`src/rtl/rgb_mux_pwm.sv`:
```
// Time-multiplexed PWM driver for common-anode LED channels with shadowed duties,
// slot blanking and a frame-start strobe. Optional gamma shaping: RGB_MUX_PWM_GAMMA_EN.
module rgb_mux_pwm #(
    parameter int CHANNELS         = 3,
    parameter int PWM_BITS         = 8,
    parameter int PRESCALE         = 256,
    parameter int PERIODS_PER_SLOT = 16,
    parameter int BLANK_CYCLES     = 4
) (
    input  logic                                          clk,
    input  logic                                          rst,
    input  logic [CHANNELS-1:0]                           en,
    input  logic [CHANNELS*PWM_BITS-1:0]                  duty,
    input  logic                                          load,
    output logic [CHANNELS-1:0]                           out,
    output logic [((CHANNELS > 1) ? $clog2(CHANNELS) : 1)-1:0] slot,
    output logic                                          frame_start
);

    localparam int SLOT_W = (CHANNELS > 1) ? $clog2(CHANNELS) : 1;
    localparam int PS_W   = (PRESCALE > 1) ? $clog2(PRESCALE) : 1;
    localparam int PC_W   = (PERIODS_PER_SLOT > 1) ? $clog2(PERIODS_PER_SLOT) : 1;
    localparam int BL_W   = (BLANK_CYCLES > 0) ? $clog2(BLANK_CYCLES + 1) : 1;
    localparam logic BLANK_EN = (BLANK_CYCLES > 0);
    // The reset cycle itself counts as the first blanked cycle of slot 0.
    localparam int BLANK_FIRST = (BLANK_CYCLES > 0) ? (BLANK_CYCLES - 1) : 0;

    logic [PS_W-1:0]              presc_r;
    logic [PWM_BITS-1:0]          pwm_cnt_r;
    logic [PC_W-1:0]              period_cnt_r;
    logic [SLOT_W-1:0]            slot_r;
    logic [BL_W-1:0]              blank_cnt_r;
    logic                         fresh_r;
    logic                         frame_start_r;
    logic [CHANNELS-1:0]          pend_en_r;
    logic [CHANNELS*PWM_BITS-1:0] pend_duty_r;
    logic [CHANNELS-1:0]          act_en_r;
    logic [CHANNELS*PWM_BITS-1:0] act_duty_r;
    logic [CHANNELS-1:0]          out_r;

    logic                         tick_s;
    logic                         pb_s;
    logic                         sb_s;
    logic                         blanking_s;
    logic [CHANNELS*PWM_BITS-1:0] shaped_in_s;
    logic [CHANNELS*PWM_BITS-1:0] shaped_pend_s;
    logic [CHANNELS-1:0]          out_next_s;

    function automatic logic [PWM_BITS-1:0] shape(input logic [PWM_BITS-1:0] d);
`ifdef RGB_MUX_PWM_GAMMA_EN
        logic [2*PWM_BITS-1:0] prod;
        prod = (2*PWM_BITS)'(d) * (2*PWM_BITS)'(d);
        return prod[2*PWM_BITS-1:PWM_BITS];
`else
        return d;
`endif
    endfunction

    // Timing strobes and the duty mapping applied when shadow values go live.
    always_comb begin
        tick_s        = (presc_r == PS_W'(PRESCALE - 1));
        pb_s          = tick_s && (pwm_cnt_r == {PWM_BITS{1'b1}});
        sb_s          = pb_s && (period_cnt_r == PC_W'(PERIODS_PER_SLOT - 1));
        blanking_s    = (blank_cnt_r != {BL_W{1'b0}}) || (BLANK_EN && fresh_r);
        shaped_in_s   = {(CHANNELS*PWM_BITS){1'b0}};
        shaped_pend_s = {(CHANNELS*PWM_BITS){1'b0}};
        for (int k = 0; k < CHANNELS; k++) begin
            shaped_in_s[k*PWM_BITS +: PWM_BITS]   = shape(duty[k*PWM_BITS +: PWM_BITS]);
            shaped_pend_s[k*PWM_BITS +: PWM_BITS] = shape(pend_duty_r[k*PWM_BITS +: PWM_BITS]);
        end
    end

    // Only the slot owner may conduct, so out can never be multi-hot.
    always_comb begin
        out_next_s = {CHANNELS{1'b0}};
        for (int k = 0; k < CHANNELS; k++) begin
            out_next_s[k] = (slot_r == SLOT_W'(k)) && act_en_r[k] && !blanking_s &&
                            (act_duty_r[k*PWM_BITS +: PWM_BITS] > pwm_cnt_r);
        end
    end

    // Prescaler, PWM counter, period/slot sequencing, blanking and frame strobe.
    always_ff @(posedge clk) begin
        if (rst) begin
            presc_r       <= {PS_W{1'b0}};
            pwm_cnt_r     <= {PWM_BITS{1'b0}};
            period_cnt_r  <= {PC_W{1'b0}};
            slot_r        <= {SLOT_W{1'b0}};
            blank_cnt_r   <= {BL_W{1'b0}};
            fresh_r       <= 1'b1;
            frame_start_r <= 1'b0;
        end else begin
            fresh_r       <= 1'b0;
            frame_start_r <= fresh_r || (sb_s && (slot_r == SLOT_W'(CHANNELS - 1)));
            presc_r       <= tick_s ? {PS_W{1'b0}} : presc_r + PS_W'(1);
            if (tick_s) begin
                pwm_cnt_r <= pwm_cnt_r + PWM_BITS'(1);
            end
            if (pb_s) begin
                period_cnt_r <= sb_s ? {PC_W{1'b0}} : period_cnt_r + PC_W'(1);
            end
            if (sb_s) begin
                slot_r <= (slot_r == SLOT_W'(CHANNELS - 1)) ? {SLOT_W{1'b0}} : slot_r + SLOT_W'(1);
            end
            if (sb_s) begin
                blank_cnt_r <= BL_W'(BLANK_CYCLES);
            end else if (fresh_r) begin
                blank_cnt_r <= BL_W'(BLANK_FIRST);
            end else if (blank_cnt_r != {BL_W{1'b0}}) begin
                blank_cnt_r <= blank_cnt_r - BL_W'(1);
            end
        end
    end

    // Double buffer: a load on a period boundary bypasses pending straight to active.
    always_ff @(posedge clk) begin
        if (rst) begin
            pend_en_r   <= {CHANNELS{1'b0}};
            pend_duty_r <= {(CHANNELS*PWM_BITS){1'b0}};
            act_en_r    <= {CHANNELS{1'b0}};
            act_duty_r  <= {(CHANNELS*PWM_BITS){1'b0}};
        end else begin
            if (load) begin
                pend_en_r   <= en;
                pend_duty_r <= duty;
            end
            if (pb_s) begin
                act_en_r   <= load ? en : pend_en_r;
                act_duty_r <= load ? shaped_in_s : shaped_pend_s;
            end
        end
    end

    // Registered LED drive.
    always_ff @(posedge clk) begin
        if (rst) begin
            out_r <= {CHANNELS{1'b0}};
        end else begin
            out_r <= out_next_s;
        end
    end

    assign out         = out_r;
    assign slot        = slot_r;
    assign frame_start = frame_start_r;

endmodule

```
`config.mk`:
```
export PLATFORM = sky130hd
export DESIGN_NAME = rgb_mux_pwm
export DESIGN_NICKNAME = d
export VERILOG_FILES = /design/src/rtl/rgb_mux_pwm.sv
export SDC_FILE = /design/constraint.sdc
export NUM_CORES = 1
export LEC_CHECK = 0
export CAP_MARGIN = 5
export CORE_ASPECT_RATIO = 1.4
export CORE_MARGIN = 3
export CORE_UTILIZATION = 25
export CTS_CLUSTER_DIAMETER = 40
export DETAILED_ROUTE_END_ITERATION = 6
export PLACE_DENSITY = 0.53
export SKIP_LAST_GASP = 1
export SYNTH_ARGS = -nofsm -noshare
export SYNTH_HDL_FRONTEND = slang
export SYNTH_SLANG_ARGS = --single-unit
```
`constraint.sdc`:
```
create_clock -name clk -period 3.6 [get_ports clk]
set_input_delay 0.72 -clock clk [delete_from_list [all_inputs] [get_ports clk]]
set_output_delay 0.72 -clock clk [all_outputs]
set_load 0.1 [all_outputs]
```
# == Word level (Yosys, flattened, before mapping) ==
# Cells that the tools add are included.
# op_classes
addsub,5
magnitude_cmp,3
n_eq_ne,5
mux,8
reduce_logical,21
# ops
cell,count
$gt A8 B8 Y1,3
$mux W24,1
$add A8 B1 Y8 const B,2
$eq A8 B8 Y1 const B,2
$logic_and A1 B1 Y1,12
$mux W3,4
$reduce_bool A3 Y1,2
$add A4 B1 Y4 const B,1
$eq A4 B4 Y1 const B,1
$mux W4,1
$reduce_or A2 Y1,2
$sub A3 B1 Y3 const B,1
$add A2 B1 Y2 const B,1
$eq A2 B1 Y1 const B,1
$eq A2 B2 Y1 const B,1
$logic_not A2 Y1,1
$logic_or A1 B1 Y1,2
$mux W2,1
$reduce_bool A2 Y1,1
$logic_not A1 Y1,1
$mux W1,1
# word_totals
ff_bits,84
in_bits,30
out_inout_bits,6
wordCells,55

# == Logic depth before layout (Yosys ltp) ==
# depth
depth_word,5
ltp_mapped,7
mapped_depth_nobuf,7

# == Worst setup path after synthesis ==
# No wires, ideal clock.
# synth_path
kind,register to register
startpoint,reg slot_r[0] (netlist: slot[0])
endpoint,reg out_r[0] (netlist: out[0])
setup_time_ps,70
arrival_time_ps,1794
required_time_ps,3530
path_slack_ps,1737
path_stages_with_launch,4
n_path_buf,0
period_less_slack_ps,1863
cell_sequence,dfxtp_1 -> or4b_1 -> a2111o_1 -> a21oi_1
# synth_via
elab_chain_len,4
# synth_rtl
element,line,text
start: declaration,31,logic [SLOT_W-1:0] slot_r;
start signal: assignment,88,slot_r <= {SLOT_W{1'b0}};
start signal: assignment,103,slot_r <= (slot_r == SLOT_W'(CHANNELS - 1)) ? {SLOT_W{1'b0}} : slot_r + SLOT_W'(1);
$logic_not A2 Y1,77,out_next_s[k] = (slot_r == SLOT_W'(k)) && act_en_r[k] && !blanking_s &&
$logic_and A1 B1 Y1 (3 in series),77,
end signal: assignment,137,out_r <= {CHANNELS{1'b0}};
end signal: assignment,139,out_r <= out_next_s;
end: declaration,39,logic [CHANNELS-1:0] out_r;
# No other way between the ends.
# A chain may end at the register's enable or synchronous reset.

# == Final worst setup path ==
# layout_path
startpoint,reg out_r[2] (netlist: out[2])
endpoint,out out[2]
# layout_lines
element,line,text
end: declaration,15,"output logic [CHANNELS-1:0] out,"
# No word-level cell between the ends.

==> results.yml <==
global_routing:
  grt_max_degree: 86
  grtUsageMet2_pct: 17.4
  globalRoute.busiestLayer: "met2"
  globalRouteMet3Util_pct: 2.97
  met1_usage_pct: 11.3
  first_global_vias: 2975
  globalRoute.totalOverflow: 0
  grt_util_all_layers_pct: 10.2
  grt_antenna_before_repair: 0
  grt_first_pass_wirelength_mm: 14.0
yosys:
  syn-num-nets: 474
  synth_cell_types: 42
  yosys_warnings: 0
  post-synth-top-area-fraction_pct: 43.6
  ys_dominant_reg_cell: "sky130_fd_sc_hd__dfxtp_1"
  seq_area_frac_synth_pct: 43.6
  synth_enable_flop_cells: 0
  syn-instance-count: 415
  ys_async_sr_fraction_pct: 0
  synth_seq_cells: 84
  synth_area_per_cell_um2: 9.29
  synth_area_leader_cell: "sky130_fd_sc_hd__dfxtp_1"
  netlist_area_mm2: 0.00385
  ys_top_cells_by_area: "sky130_fd_sc_hd__dfxtp_1 (44%), sky130_fd_sc_hd__ha_1 (9.4%), sky130_fd_sc_hd__mux2_2 (6.4%)"
cells_and_area:
  area_growth_pct: 21.8
  finalNetCount: 505
  final_common_cell: "sky130_fd_sc_hd__dfxtp_1"
  layout.cells.most_common_list: "sky130_fd_sc_hd__dfxtp_1 (84), sky130_fd_sc_hd__nand2_1 (58), sky130_fd_sc_hd__a21oi_1 (38), sky130_fd_sc_hd__clkdlybuf4s50_1 (32), sky130_fd_sc_hd__ha_1 (29)"
  filler_cell_count: 1560
  finish.instance_area_mm2: 0.00469
  post_route_cells_drive_above_1_share_pct: 11.5
  number_of_diodes_added_for_antenna_fixing: 0
timing:
  final.period_utilization_pct: 69.9
  hold_violations: 0
  final_max_slew_viol_count: 0
  fin_worst_skew_ps: 5.23
  setup_violations: 0
  fin_tns_setup_ps: 0
  period_needed_ps: 2520
  slew_headroom_pct: 34.8
  rsz_0062_raised_after_global_routing: "no"
  worst_pin_slew_ps: 976
  fmaxAchievable_mhz: 398
power:
  leakagePower_nw: 1.75
  total_power_mw: 2.15
  worst_ir_drop_vdd_mv: 0.232
  pwrdens_mw_per_mm2: 457
drt:
  drc: 0
  post_drt_via_cell_ratio: 4.49
  totalWireLength_mm: 8.18
  post_drt_wl_per_cell_um: 12.7
  drt_first_iter_violations: 129
  detailroute.via_count: 2888
  drt-pass1-iter-count: 4
  drt.antenna.violating_nets: 0
clock_tree:
  clock_sink_count: 84
  cts_hold_repair.buffers: 0
  cts.htree.levels: 3
  cts.root.buffer_cell: "sky130_fd_sc_hd__clkbuf_16"
  worst_skew_pair.late_latency_ps: 340
  cts_tree: "built"
  cts_setup_buffers: 0
  clk_transition_reported_paths_ps: 60
  cts.path.max_buffers: 2
  cts_resized: 0
  tritoncts.num_buffers: 9
outcome:
  status: "complete, no violations"
placed_design:
  post_dp_cell_area_mm2: 0.00435
  place.gp.congestion: 0.819
  post_detailed_placement_half_perimeter_wirelength_mm: 5.82
  total_of_buffers_placed_on_input_and_output_ports: 35
setup_path:
  criticalPathCategory: "reg2out"
  timing.critical_path.arrival_ps: 1800
  timing.critical_path.cells: "clkdlybuf4s50_1"
  worst_setup_path_start_kind: "flip-flop"
  reg2reg_slack_ps: 1350
  timing.critical_path.slowest_stage_cell: "sky130_fd_sc_hd__clkdlybuf4s50_1"
  worst_path_largest_cell_delay_ps: 1130
  critical-path-top-delay-family: "buffers and inverters"
  path_buf_inv: 1
  end_kind: "output port"
  worstPathMaxFanout: 1
  worst_ep_required_ps: 2880
die:
  fp.dieArea_mm2: 0.0170
  die_extent_in_y_um: 153
  die-width_um: 111
  io_pins: 36
  effective_utilization_at_floorplan_pct: 25.6
  placement_row_count: 53
  coreArea_mm2: 0.0151
hold_path:
  hold_path_class: "reg2reg"
flow_run:
  timing.max_cap.violations: 0
==> cells by family after synthesis <==
family                   share of synthesized area [%]
AND/OR/NAND/NOR                                   21.2
flip-flops                                        43.6
AO/OA/AOI/OAI                                     8.77
buffers and inverters                             4.71
multiplexers                                      9.29
adder cells (fa/ha/maj)                           9.42
XOR/XNOR                                          2.95
==> cell type report <==
class                           instances  area [µm²]  area share (%)
Inverter                               19        71.3            1.52
Tap cell                              192         240            5.12
Timing Repair Buffer                   39         370            7.89
Multi-Input combinational cell        293        1990            42.4
Clock inverter                          7         115            2.45
Sequential cell                        84        1680            35.8
Clock buffer                            9         225            4.80
==> through the flow <==
step	hold WS [ps]	worst slack [ps]	instances	util, %
2_1_floorplan	432	1740	415	-
3_3_place_gp	445	1370	627	28.9
3_5_place_dp	453	1340	627	28.9
4_1_cts	462	1060	643	31.2
5_1_grt	482	1040	643	31.2
6_report	462	1080	643	31.2
==> final timing paths <==
kind	start	end	depth (start not counted)
min reg2reg	act_duty_r[14]	act_duty_r[14]	2
max reg2reg	presc_r[0]	period_cnt_r[0]	5
max	out[2]	out[2]	1
min	act_duty_r[14]	act_duty_r[14]	2
==> where the power goes <==
group | internal, mW | switching, mW
logic | 0.0734 | 0.0587
clock network | 0.675 | 0.376
registers | 0.955 | 0.00983
==> metal layers <==
| layer | share of wire, % | up-vias | wire length (µm) |
|---|---|---|---|
| li1 | - | 1480 | - |
| met1 | 43 | 1333 | 3510 |
| met2 | 49 | 54 | 3980 |
| met3 | 4.6 | 21 | 373 |
| met4 | 3.7 | 0 | 306 |
| met5 | 0 | - | 0 |
==> flip-flops by register name (all words and copies together) (netlist names), 4 cells and up <==
register,flops
pwm_cnt_r,8
pend_duty_r,24
presc_r,8
act_duty_r,24
period_cnt_r,4
==> synth_stat cells (all sizes together) (4+ instances only) <==
master and count:
mux2i 11, xor2 6, nor2 23, buf 10, a211oi 4, o21ai 7, ha 29, and3 4
nand4 6, nor2b 28, inv 19, nand2 58, and4 6, mux2 22, clkbuf 9, xnor2 7
nand2b 5, nor3 10, dfxtp 84, nand3 10, a21oi 38
(Power assumes the default switching activity.)
